$ cat src/rtl/game_ctrl_if.sv
// Signal bundle between the game sequencer and the rest of the endless-runner top level.
// The slave modport is the controller's view; master is the surrounding logic.
interface game_ctrl_if #(
  parameter int LIVES        = 3,
  parameter int SPEED_LEVELS = 4
);
  localparam int LIVES_W = $clog2(LIVES + 1);
  localparam int SPEED_W = $clog2(SPEED_LEVELS);

  logic               start_i;
  logic               pause_i;
  logic               next_frame_i;
  logic               collide_i;
  logic [15:0]        rand_i;
  logic [2:0]         state_o;
  logic               title_en_o;
  logic               lfsr_next_o;
  logic               score_en_o;
  logic               score_clr_o;
  logic               bird_spawn_o;
  logic               cactus_spawn_o;
  logic               hit_o;
  logic [LIVES_W-1:0] lives_o;
  logic [SPEED_W-1:0] speed_o;

  modport master (
    output start_i, pause_i, next_frame_i, collide_i, rand_i,
    input  state_o, title_en_o, lfsr_next_o, score_en_o, score_clr_o,
           bird_spawn_o, cactus_spawn_o, hit_o, lives_o, speed_o
  );

  modport slave (
    input  start_i, pause_i, next_frame_i, collide_i, rand_i,
    output state_o, title_en_o, lfsr_next_o, score_en_o, score_clr_o,
           bird_spawn_o, cactus_spawn_o, hit_o, lives_o, speed_o
  );
endinterface

$ cat src/rtl/game_ctrl.sv
// Five-state game sequencer: lives, pause, post-hit invulnerability, score pacing,
// speed levels and obstacle spawn decisions.
module game_ctrl #(
  parameter int LIVES         = 3,
  parameter int INVULN_FRAMES = 60,
  parameter int SCORE_DIV     = 6,
  parameter int LEVEL_TICKS   = 100,
  parameter int SPEED_LEVELS  = 4
) (
  input  logic        clk_i,
  input  logic        rst_i,
  game_ctrl_if.slave  bus
);
  localparam int LIVES_W = $clog2(LIVES + 1);
  localparam int SPEED_W = $clog2(SPEED_LEVELS);
  localparam int FRAME_W = (SCORE_DIV > 1) ? $clog2(SCORE_DIV) : 1;
  localparam int TICK_W  = (LEVEL_TICKS > 1) ? $clog2(LEVEL_TICKS) : 1;
  localparam int INV_W   = (INVULN_FRAMES > 1) ? $clog2(INVULN_FRAMES) : 1;

  typedef enum logic [2:0] {
    ST_STARTING  = 3'd0,
    ST_PLAYING   = 3'd1,
    ST_PAUSED    = 3'd2,
    ST_HIT       = 3'd3,
    ST_GAME_OVER = 3'd4
  } state_t;

  state_t             state_q, state_d;
  state_t             ret_q, ret_d;
  logic [LIVES_W-1:0] lives_q, lives_d;
  logic [SPEED_W-1:0] speed_q, speed_d;
  logic [FRAME_W-1:0] frame_q, frame_d;
  logic [TICK_W-1:0]  tick_q, tick_d;
  logic [INV_W-1:0]   inv_q, inv_d;
  logic               start_prev_q, start_prev_d;
  logic               pause_prev_q, pause_prev_d;
  logic               score_en_q, score_en_d;
  logic               score_clr_q, score_clr_d;
  logic               bird_q, bird_d;
  logic               cactus_q, cactus_d;

  logic start_edge, pause_edge, adv_frame;
  logic cactus_cond, bird_cond;
  logic unused_rand;

  assign start_edge  = bus.start_i & ~start_prev_q;
  assign pause_edge  = bus.pause_i & ~pause_prev_q;
  assign cactus_cond = (bus.rand_i[12:7] == 6'b101010);
  assign bird_cond   = (bus.rand_i[12:8] == 5'd0) && (speed_q != '0);
  assign unused_rand = ^{bus.rand_i[15:13], bus.rand_i[6:0]};

  always_comb begin
    state_d      = state_q;
    ret_d        = ret_q;
    lives_d      = lives_q;
    speed_d      = speed_q;
    frame_d      = frame_q;
    tick_d       = tick_q;
    inv_d        = inv_q;
    start_prev_d = bus.start_i;
    pause_prev_d = bus.pause_i;
    score_en_d   = 1'b0;
    score_clr_d  = 1'b0;
    bird_d       = 1'b0;
    cactus_d     = 1'b0;
    adv_frame    = 1'b0;

    case (state_q)
      ST_STARTING, ST_GAME_OVER: begin
        if (start_edge) begin
          state_d     = ST_PLAYING;
          score_clr_d = 1'b1;
          lives_d     = LIVES_W'(LIVES);
          speed_d     = '0;
          frame_d     = '0;
          tick_d      = '0;
          inv_d       = '0;
        end
      end
      ST_PLAYING: begin
        // Collision and pause both discard the frame arriving in the same cycle.
        if (bus.collide_i) begin
          if (lives_q > LIVES_W'(1)) begin
            lives_d = lives_q - LIVES_W'(1);
            inv_d   = '0;
            state_d = ST_HIT;
          end else begin
            lives_d = '0;
            state_d = ST_GAME_OVER;
          end
        end else if (pause_edge) begin
          ret_d   = ST_PLAYING;
          state_d = ST_PAUSED;
        end else if (bus.next_frame_i) begin
          adv_frame = 1'b1;
        end
      end
      ST_HIT: begin
        if (pause_edge) begin
          ret_d   = ST_HIT;
          state_d = ST_PAUSED;
        end else if (bus.next_frame_i) begin
          adv_frame = 1'b1;
          if (inv_q == INV_W'(INVULN_FRAMES - 1)) begin
            inv_d   = '0;
            state_d = ST_PLAYING;
          end else begin
            inv_d = inv_q + INV_W'(1);
          end
        end
      end
      ST_PAUSED: begin
        if (pause_edge) state_d = ret_q;
      end
      default: state_d = ST_STARTING;
    endcase

    if (adv_frame) begin
      if (frame_q == FRAME_W'(SCORE_DIV - 1)) begin
        frame_d    = '0;
        score_en_d = 1'b1;
        if (tick_q == TICK_W'(LEVEL_TICKS - 1)) begin
          tick_d = '0;
          if (speed_q != SPEED_W'(SPEED_LEVELS - 1)) speed_d = speed_q + SPEED_W'(1);
        end else begin
          tick_d = tick_q + TICK_W'(1);
        end
      end else begin
        frame_d = frame_q + FRAME_W'(1);
      end
      if (cactus_cond)    cactus_d = 1'b1;
      else if (bird_cond) bird_d   = 1'b1;
    end
  end

  always_ff @(posedge clk_i) begin
    if (rst_i) begin
      state_q      <= ST_STARTING;
      ret_q        <= ST_PLAYING;
      lives_q      <= LIVES_W'(LIVES);
      speed_q      <= '0;
      frame_q      <= '0;
      tick_q       <= '0;
      inv_q        <= '0;
      start_prev_q <= 1'b1;
      pause_prev_q <= 1'b1;
      score_en_q   <= 1'b0;
      score_clr_q  <= 1'b0;
      bird_q       <= 1'b0;
      cactus_q     <= 1'b0;
    end else begin
      state_q      <= state_d;
      ret_q        <= ret_d;
      lives_q      <= lives_d;
      speed_q      <= speed_d;
      frame_q      <= frame_d;
      tick_q       <= tick_d;
      inv_q        <= inv_d;
      start_prev_q <= start_prev_d;
      pause_prev_q <= pause_prev_d;
      score_en_q   <= score_en_d;
      score_clr_q  <= score_clr_d;
      bird_q       <= bird_d;
      cactus_q     <= cactus_d;
    end
  end

  assign bus.state_o        = state_q;
  assign bus.title_en_o     = (state_q == ST_STARTING);
  assign bus.hit_o          = (state_q == ST_HIT) || (state_q == ST_GAME_OVER);
  assign bus.lfsr_next_o    = (state_q == ST_STARTING) || (state_q == ST_PLAYING) ||
                              (state_q == ST_HIT);
  assign bus.score_en_o     = score_en_q;
  assign bus.score_clr_o    = score_clr_q;
  assign bus.bird_spawn_o   = bird_q;
  assign bus.cactus_spawn_o = cactus_q;
  assign bus.lives_o        = lives_q;
  assign bus.speed_o        = speed_q;
endmodule
$ cat src/flat_wrapper.sv
// flat-port wrapper written by rule: the top's interface ports become plain ports
module game_ctrl_flat 
#(
  parameter int LIVES         = 3,
  parameter int INVULN_FRAMES = 60,
  parameter int SCORE_DIV     = 6,
  parameter int LEVEL_TICKS   = 100,
  parameter int SPEED_LEVELS  = 4
)
  (clk_i, rst_i, bus_start_i, bus_pause_i, bus_next_frame_i, bus_collide_i, bus_rand_i, bus_state_o, bus_title_en_o, bus_lfsr_next_o, bus_score_en_o, bus_score_clr_o, bus_bird_spawn_o, bus_cactus_spawn_o, bus_hit_o, bus_lives_o, bus_speed_o);
  game_ctrl_if #(.LIVES(LIVES), .SPEED_LEVELS(SPEED_LEVELS)) bus_i ();
  input  logic clk_i;
  input  logic rst_i;
  input wire logic [$bits(bus_i.start_i)-1:0] bus_start_i;
  input wire logic [$bits(bus_i.pause_i)-1:0] bus_pause_i;
  input wire logic [$bits(bus_i.next_frame_i)-1:0] bus_next_frame_i;
  input wire logic [$bits(bus_i.collide_i)-1:0] bus_collide_i;
  input wire logic [$bits(bus_i.rand_i)-1:0] bus_rand_i;
  output wire logic [$bits(bus_i.state_o)-1:0] bus_state_o;
  output wire logic [$bits(bus_i.title_en_o)-1:0] bus_title_en_o;
  output wire logic [$bits(bus_i.lfsr_next_o)-1:0] bus_lfsr_next_o;
  output wire logic [$bits(bus_i.score_en_o)-1:0] bus_score_en_o;
  output wire logic [$bits(bus_i.score_clr_o)-1:0] bus_score_clr_o;
  output wire logic [$bits(bus_i.bird_spawn_o)-1:0] bus_bird_spawn_o;
  output wire logic [$bits(bus_i.cactus_spawn_o)-1:0] bus_cactus_spawn_o;
  output wire logic [$bits(bus_i.hit_o)-1:0] bus_hit_o;
  output wire logic [$bits(bus_i.lives_o)-1:0] bus_lives_o;
  output wire logic [$bits(bus_i.speed_o)-1:0] bus_speed_o;
  assign bus_i.start_i = bus_start_i;
  assign bus_i.pause_i = bus_pause_i;
  assign bus_i.next_frame_i = bus_next_frame_i;
  assign bus_i.collide_i = bus_collide_i;
  assign bus_i.rand_i = bus_rand_i;
  assign bus_state_o = bus_i.state_o;
  assign bus_title_en_o = bus_i.title_en_o;
  assign bus_lfsr_next_o = bus_i.lfsr_next_o;
  assign bus_score_en_o = bus_i.score_en_o;
  assign bus_score_clr_o = bus_i.score_clr_o;
  assign bus_bird_spawn_o = bus_i.bird_spawn_o;
  assign bus_cactus_spawn_o = bus_i.cactus_spawn_o;
  assign bus_hit_o = bus_i.hit_o;
  assign bus_lives_o = bus_i.lives_o;
  assign bus_speed_o = bus_i.speed_o;
  game_ctrl #(.LIVES(LIVES), .INVULN_FRAMES(INVULN_FRAMES), .SCORE_DIV(SCORE_DIV), .LEVEL_TICKS(LEVEL_TICKS), .SPEED_LEVELS(SPEED_LEVELS)) u_core (.clk_i(clk_i), .rst_i(rst_i), .bus(bus_i));
endmodule
$ cat config.mk
export PLATFORM = sky130hd
export DESIGN_NAME = game_ctrl_flat
export DESIGN_NICKNAME = d
export VERILOG_FILES = /design/src/rtl/game_ctrl_if.sv /design/src/rtl/game_ctrl.sv /design/src/flat_wrapper.sv
export SDC_FILE = /design/constraint.sdc
export NUM_CORES = 1
export LEC_CHECK = 0
export CORE_ASPECT_RATIO = 1.1
export CORE_UTILIZATION = 30
export DETAILED_ROUTE_END_ITERATION = 6
export SETUP_SLACK_MARGIN = 0.2
export SYNTH_ARGS = -nofsm -noshare
export SYNTH_HDL_FRONTEND = slang
export SYNTH_SLANG_ARGS = --single-unit
$ cat constraint.sdc
create_clock -name clk_i -period 3.5 [get_ports clk_i]
set_input_delay 0.525 -clock clk_i [delete_from_list [all_inputs] [get_ports clk_i]]
set_output_delay 0.525 -clock clk_i [all_outputs]
set_load 0.01 [all_outputs]
== After elaboration in Yosys (flattened, before gate mapping) ==
Cells that the tools add are included.

* Reduce and logical (&&, ||, !) cells: 21
* Add/sub/neg operators: 5
* $lt $le $gt $ge: 1
* Bitwise logic cells: 6
* Muxes and demuxes: 47
* Eq/ne operators: 21

{| class="wikitable"
|+ Operators with widths
! cell !! number
|-
| 2-to-1 mux 3 bit || 15
|-
| 2-to-1 mux 6 bit || 6
|-
| 2-to-1 mux 7 bit || 5
|-
| 2-to-1 mux 2 bit || 9
|-
| case mux 6 bit (3 select lines) || 1
|-
| == test 6 bit, second input constant || 2
|-
| case mux 3 bit (4 select lines) || 1
|-
| != test 2 x 1 -> 1 bit, second input constant || 5
|-
| != test 2 bit, second input constant || 5
|-
| nonzero test 2 bit || 5
|-
| adder 7 x 1 -> 7 bit, second input constant || 1
|-
| == test 7 bit, second input constant || 1
|-
| 2-to-1 mux 1 bit || 7
|-
| adder 6 x 1 -> 6 bit, second input constant || 1
|-
| == test 3 x 2 -> 1 bit, second input constant || 2
|-
| == test 3 bit, second input constant || 2
|-
| != test 3 x 2 -> 1 bit, second input constant || 2
|-
| case mux 3 bit (2 select lines) || 1
|-
| AND reduction 6 bit || 1
|-
| OR reduction 2 bit || 3
|-
| logical NOT 5 bit || 1
|-
| AND reduction 5 bit || 1
|-
| inverter 1 bit || 4
|-
| case mux 2 bit (2 select lines) || 1
|-
| 16 further kinds || 19
|}

* Input bits: 22
* Flip-flop bits (word level): 32
* Output and inout port bits: 14
* Word-level logic and storage cells: 114

== Depth between registers and ports, before layout ==
* Depth after elaboration: 8
* Depth in mapped cells: 7
* Depth with buffers taken out: 6

== Worst setup path after synthesis ==
OpenSTA, ideal clock, no wires.

* Kind: input to register
* From: input port bus_pause_i
* To: register u_core.speed_q[0] (netlist: u_core.bus.speed_o[0])
* Path buffers: 0
* Path slack: 1.746 ns
* Cell stages on the path: 5
* Arrival time: 1.627 ns
* Cell sequence: nand2b_1 -> nand4_4 -> or4b_1 -> mux2i_1 -> nor2_1

* Longest elaborated chain between the ends: 5

{| class="wikitable"
|+ RTL lines
! what !! line !! RTL
|-
| from (decl) || flat_wrapper.sv:15 || <nowiki>input wire logic [$bits(bus_i.pause_i)-1:0] bus_pause_i;</nowiki>
|-
| AND 1 bit (*) || game_ctrl.sv:47 || <nowiki>assign pause_edge = bus.pause_i & ~pause_prev_q;</nowiki>
|-
| 2-to-1 mux 1 bit (*) || game_ctrl.sv:99 || <nowiki>if (pause_edge) begin</nowiki>
|-
| 2-to-1 mux 1 bit || game_ctrl.sv:82 || <nowiki>if (bus.collide_i) begin</nowiki>
|-
| case mux 1 bit (2 select lines) (*) || game_ctrl.sv:68 || <nowiki>case (state_q)</nowiki>
|-
| 2-to-1 mux 2 bit (*) || game_ctrl.sv:118 || <nowiki>if (adv_frame) begin</nowiki>
|-
| to (signal assigned) || game_ctrl.sv:155 || <nowiki>speed_q <= speed_d;</nowiki>
|-
| to (decl) || game_ctrl.sv:31 || <nowiki>logic [SPEED_W-1:0] speed_q, speed_d;</nowiki>
|}

Every way passes the cells marked *; elsewhere a longest branch is shown, timed or not.
A chain may end at the register's enable or synchronous reset.

== Final worst setup path ==
* From: register u_core.state_q[0] (netlist: u_core.bus.state_o[0])
* To: output port bus_hit_o

* Longest elaborated chain between the ends: 2
* Elaborated cells on any way between the ends: 3
* Those cells by class: eq/ne (2); reduce/logical (1)

{| class="wikitable"
|+ RTL lines
! what !! line !! RTL
|-
| from (decl) || game_ctrl.sv:28 || <nowiki>state_t state_q, state_d;</nowiki>
|-
| from (signal assigned) || game_ctrl.sv:152 || <nowiki>state_q <= state_d;</nowiki>
|-
| == test 3 x 2 -> 1 bit / == test 3 bit (equally long branches) || game_ctrl.sv:170 || <nowiki>assign bus.hit_o = (state_q == ST_HIT) || (state_q == ST_GAME_OVER);</nowiki>
|-
| logical OR 1 bit (*) || game_ctrl.sv:170 ||
|-
| to (decl) || flat_wrapper.sv:26 || <nowiki>output wire logic [$bits(bus_i.hit_o)-1:0] bus_hit_o;</nowiki>
|}

Marked as above.

==> metrics.txt <==
Clock Path Buffers=2; pwr dens=495 nW/um^2; total grt overflow=0; status=finished, final reports clean; initial antenna violation count=0; Pre-Repair DR Iteration Count=4; Final period util=0.722; Post-synth top flop=dfxtp_1; number of synthesized flops with an enable pin=0; most common cell after layout, fill and taps aside=dfxtp_1; gate count of the mapped netlist=176; die area=5310 um^2; Net Count, Synth=202; synthesized area per cell=8.56 um^2; maximum VDD drop=220 uV; share of cells above drive strength 1=0.0985; Req. time, crit path=2.97 ns; Placer Congestion=0.747; fin. max-slew vios=0; Leak=0.702 nW; DRT iter0 DRCs=28; worst hold start=u_core.inv_q[1]$_SDFFE_PP0P_; Period minus WS final=2.53 ns; HPWL Detailed=2.23 mm; CORE AREA=4750 um^2; register bit total from synthesis=30; starting density of the core=0.317; achievable frequency=0.396 GHz; Overall Global Routing Usage=0.129; most frequent cells in the layout=30 x dfxtp_1, 25 x nor2_1, 25 x clkdlybuf4s50_1, 13 x nand2_1; root buf cell=clkbuf_8; Worst-path clk slew=0.06 ns; final setup violation count=0; Post-CTS Setup Repair Bufs=0; first-pass GRT wire length=5.51 mm; TNS Setup=0 ns; Synthesis Warnings=0; Arr. time, crit path=2.00 ns; Least-Margin Pin Slew=0.599 ns; Netlist Area Pre-Place=1510 um^2; Final Cell Area=1890 um^2; Die W=69.6 um; routed wire length=3.15 mm; FP Rows=26; CTS tree=built; placed inst area=1800 um^2; CP Class=reg2out; Gates resized, CTS repair=0; clock sink count=30; vias per cell=5.08; CP Capture Type=output pin; HP Class=reg2reg; Avg WL per Cell=12.2 um; H-tree depth=2; vias in the first global route=1244; total of max-cap violations=0; Antenna diodes=0; I/O Pins=36; RSZ-0062 raised after global routing=false; chip height=76.3 um; Unique masters post-synth=45; cts hold-fix bufs=0; area added between synthesis and finish=25.2%; post-route ant nets=0; NumNets Final=228; Worst Setup SP=u_core.bus.state_o[0]$_SDFFE_PP0P_; cell taking the most area after synthesis=dfxtp_1; Worst Path Max Fanout=13; worst r2r src=u_core.bus.state_o[1]$_SDFFE_PP0P_; largest net degree at the start of global routing=20; CTS Buf Count=5; Area contributors post-synth=dfxtp_1 40%, nor2_1 6.2%, a21oi_1 4.0%; Final Skew=0.00549 ns; Final Hold Vio Count=0; worst skew pair latency=0.29 ns; routed vias=1316; DRC Markers=0; Slew HR=0.600; part of the Yosys area used for sequential elements=0.399; CP Launch Type=register; ys async rst share=0; Synth top area share=0.399; Port Buf Inserts=25
final cells by class:
cell class                 count  area, um^2
clock inverter                 1        5.00
multi-input combinational    133         845
timing repair buffer          26         258
inverter                       6        22.5
fill                         493        2860
sequential                    30         601
tap                           56        70.1
clock buffer                   7        86.3
synth_stat cells (2+ instances only):
cell type,number
or4_1,2
nor2_1,25
or4b_1,2
dfxtp_1,30
nand4b_1,2
ha_1,4
and3_1,5
nand3_1,12
xor2_1,5
o21ai_2,2
mux2i_1,3
nor3_1,3
o21ai_0,2
nand2_1,13
nand2b_1,7
inv_1,6
clkbuf_1,4
a22o_1,2
or2_2,4
nor2b_1,3
a21oi_1,12
a31oi_1,5
worst max-delay path, stage by stage, from the launching register on:
cell             delay, ns
dfxtp_1               0.59
nor2b_4               0.30
nand2_1               0.13
o21ai_0               0.13
clkdlybuf4s50_1       0.56
flip-flops by register name (all words and copies together), names as in the netlist:
register,count
u_core.bus.bird_spawn_o,1
u_core.start_prev_q,1
u_core.bus.score_clr_o,1
u_core.tick_q,7
u_core.bus.state_o,3
u_core.frame_q,3
u_core.bus.lives_o,2
u_core.bus.speed_o,2
u_core.pause_prev_q,1
u_core.bus.score_en_o,1
u_core.bus.cactus_spawn_o,1
u_core.ret_q,1
u_core.inv_q,6
worst paths after layout:
kind                                        to  slack (ns)  cells after the start
hold / removal    u_core.inv_q[1]$_SDFFE_PP0P_        0.47                      2
setup reg to reg   u_core.tick_q[5]$_SDFF_PP0_        1.32                      5
hold reg to reg   u_core.inv_q[1]$_SDFFE_PP0P_        0.47                      2
setup / recovery                     bus_hit_o        0.97                      4
kinds of logic after synthesis:
family,Yosys count,share of synthesized area
xor gates and xnor gates,5,0.0291
muxes,4,0.0274
DFF,30,0.399
and+or+nand+nor,86,0.320
AOI/OAI and AO/OA,34,0.151
adders and majority gates,4,0.0332
buffers and inverters,13,0.0407
report_power, final:
part	leakage, nW	switching, mW	internal [mW]
logic	0.411	0.122	0.119
registers	0.243	0.0430	0.361
clock network	0.0482	0.131	0.158
total	0.702	0.296	0.639
per-stage QoR:
step	cells	worst slack, ns	hold WS, ns	power (mW)	utilization
global placement	251	1.10	0.465	0.653	0.378
detailed placement	251	1.10	0.473	0.653	0.378
global route	259	0.803	0.510	0.992	0.397
floorplan	176	1.75	0.444	0.565	-
finish	259	0.973	0.475	0.934	0.397
CTS	259	0.942	0.481	0.947	0.397
metal layers:
metal | vias to the layer above | part of all wire | track usage
met5 | - | 0 | 0
met4 | 0 | 0.023 | 0.0735
met3 | 8 | 0.041 | 0.0384
met2 | 22 | 0.46 | 0.203
met1 | 606 | 0.47 | 0.155
li1 | 680 | - | -
No activity file was read; power rests on OpenSTA's default activity.
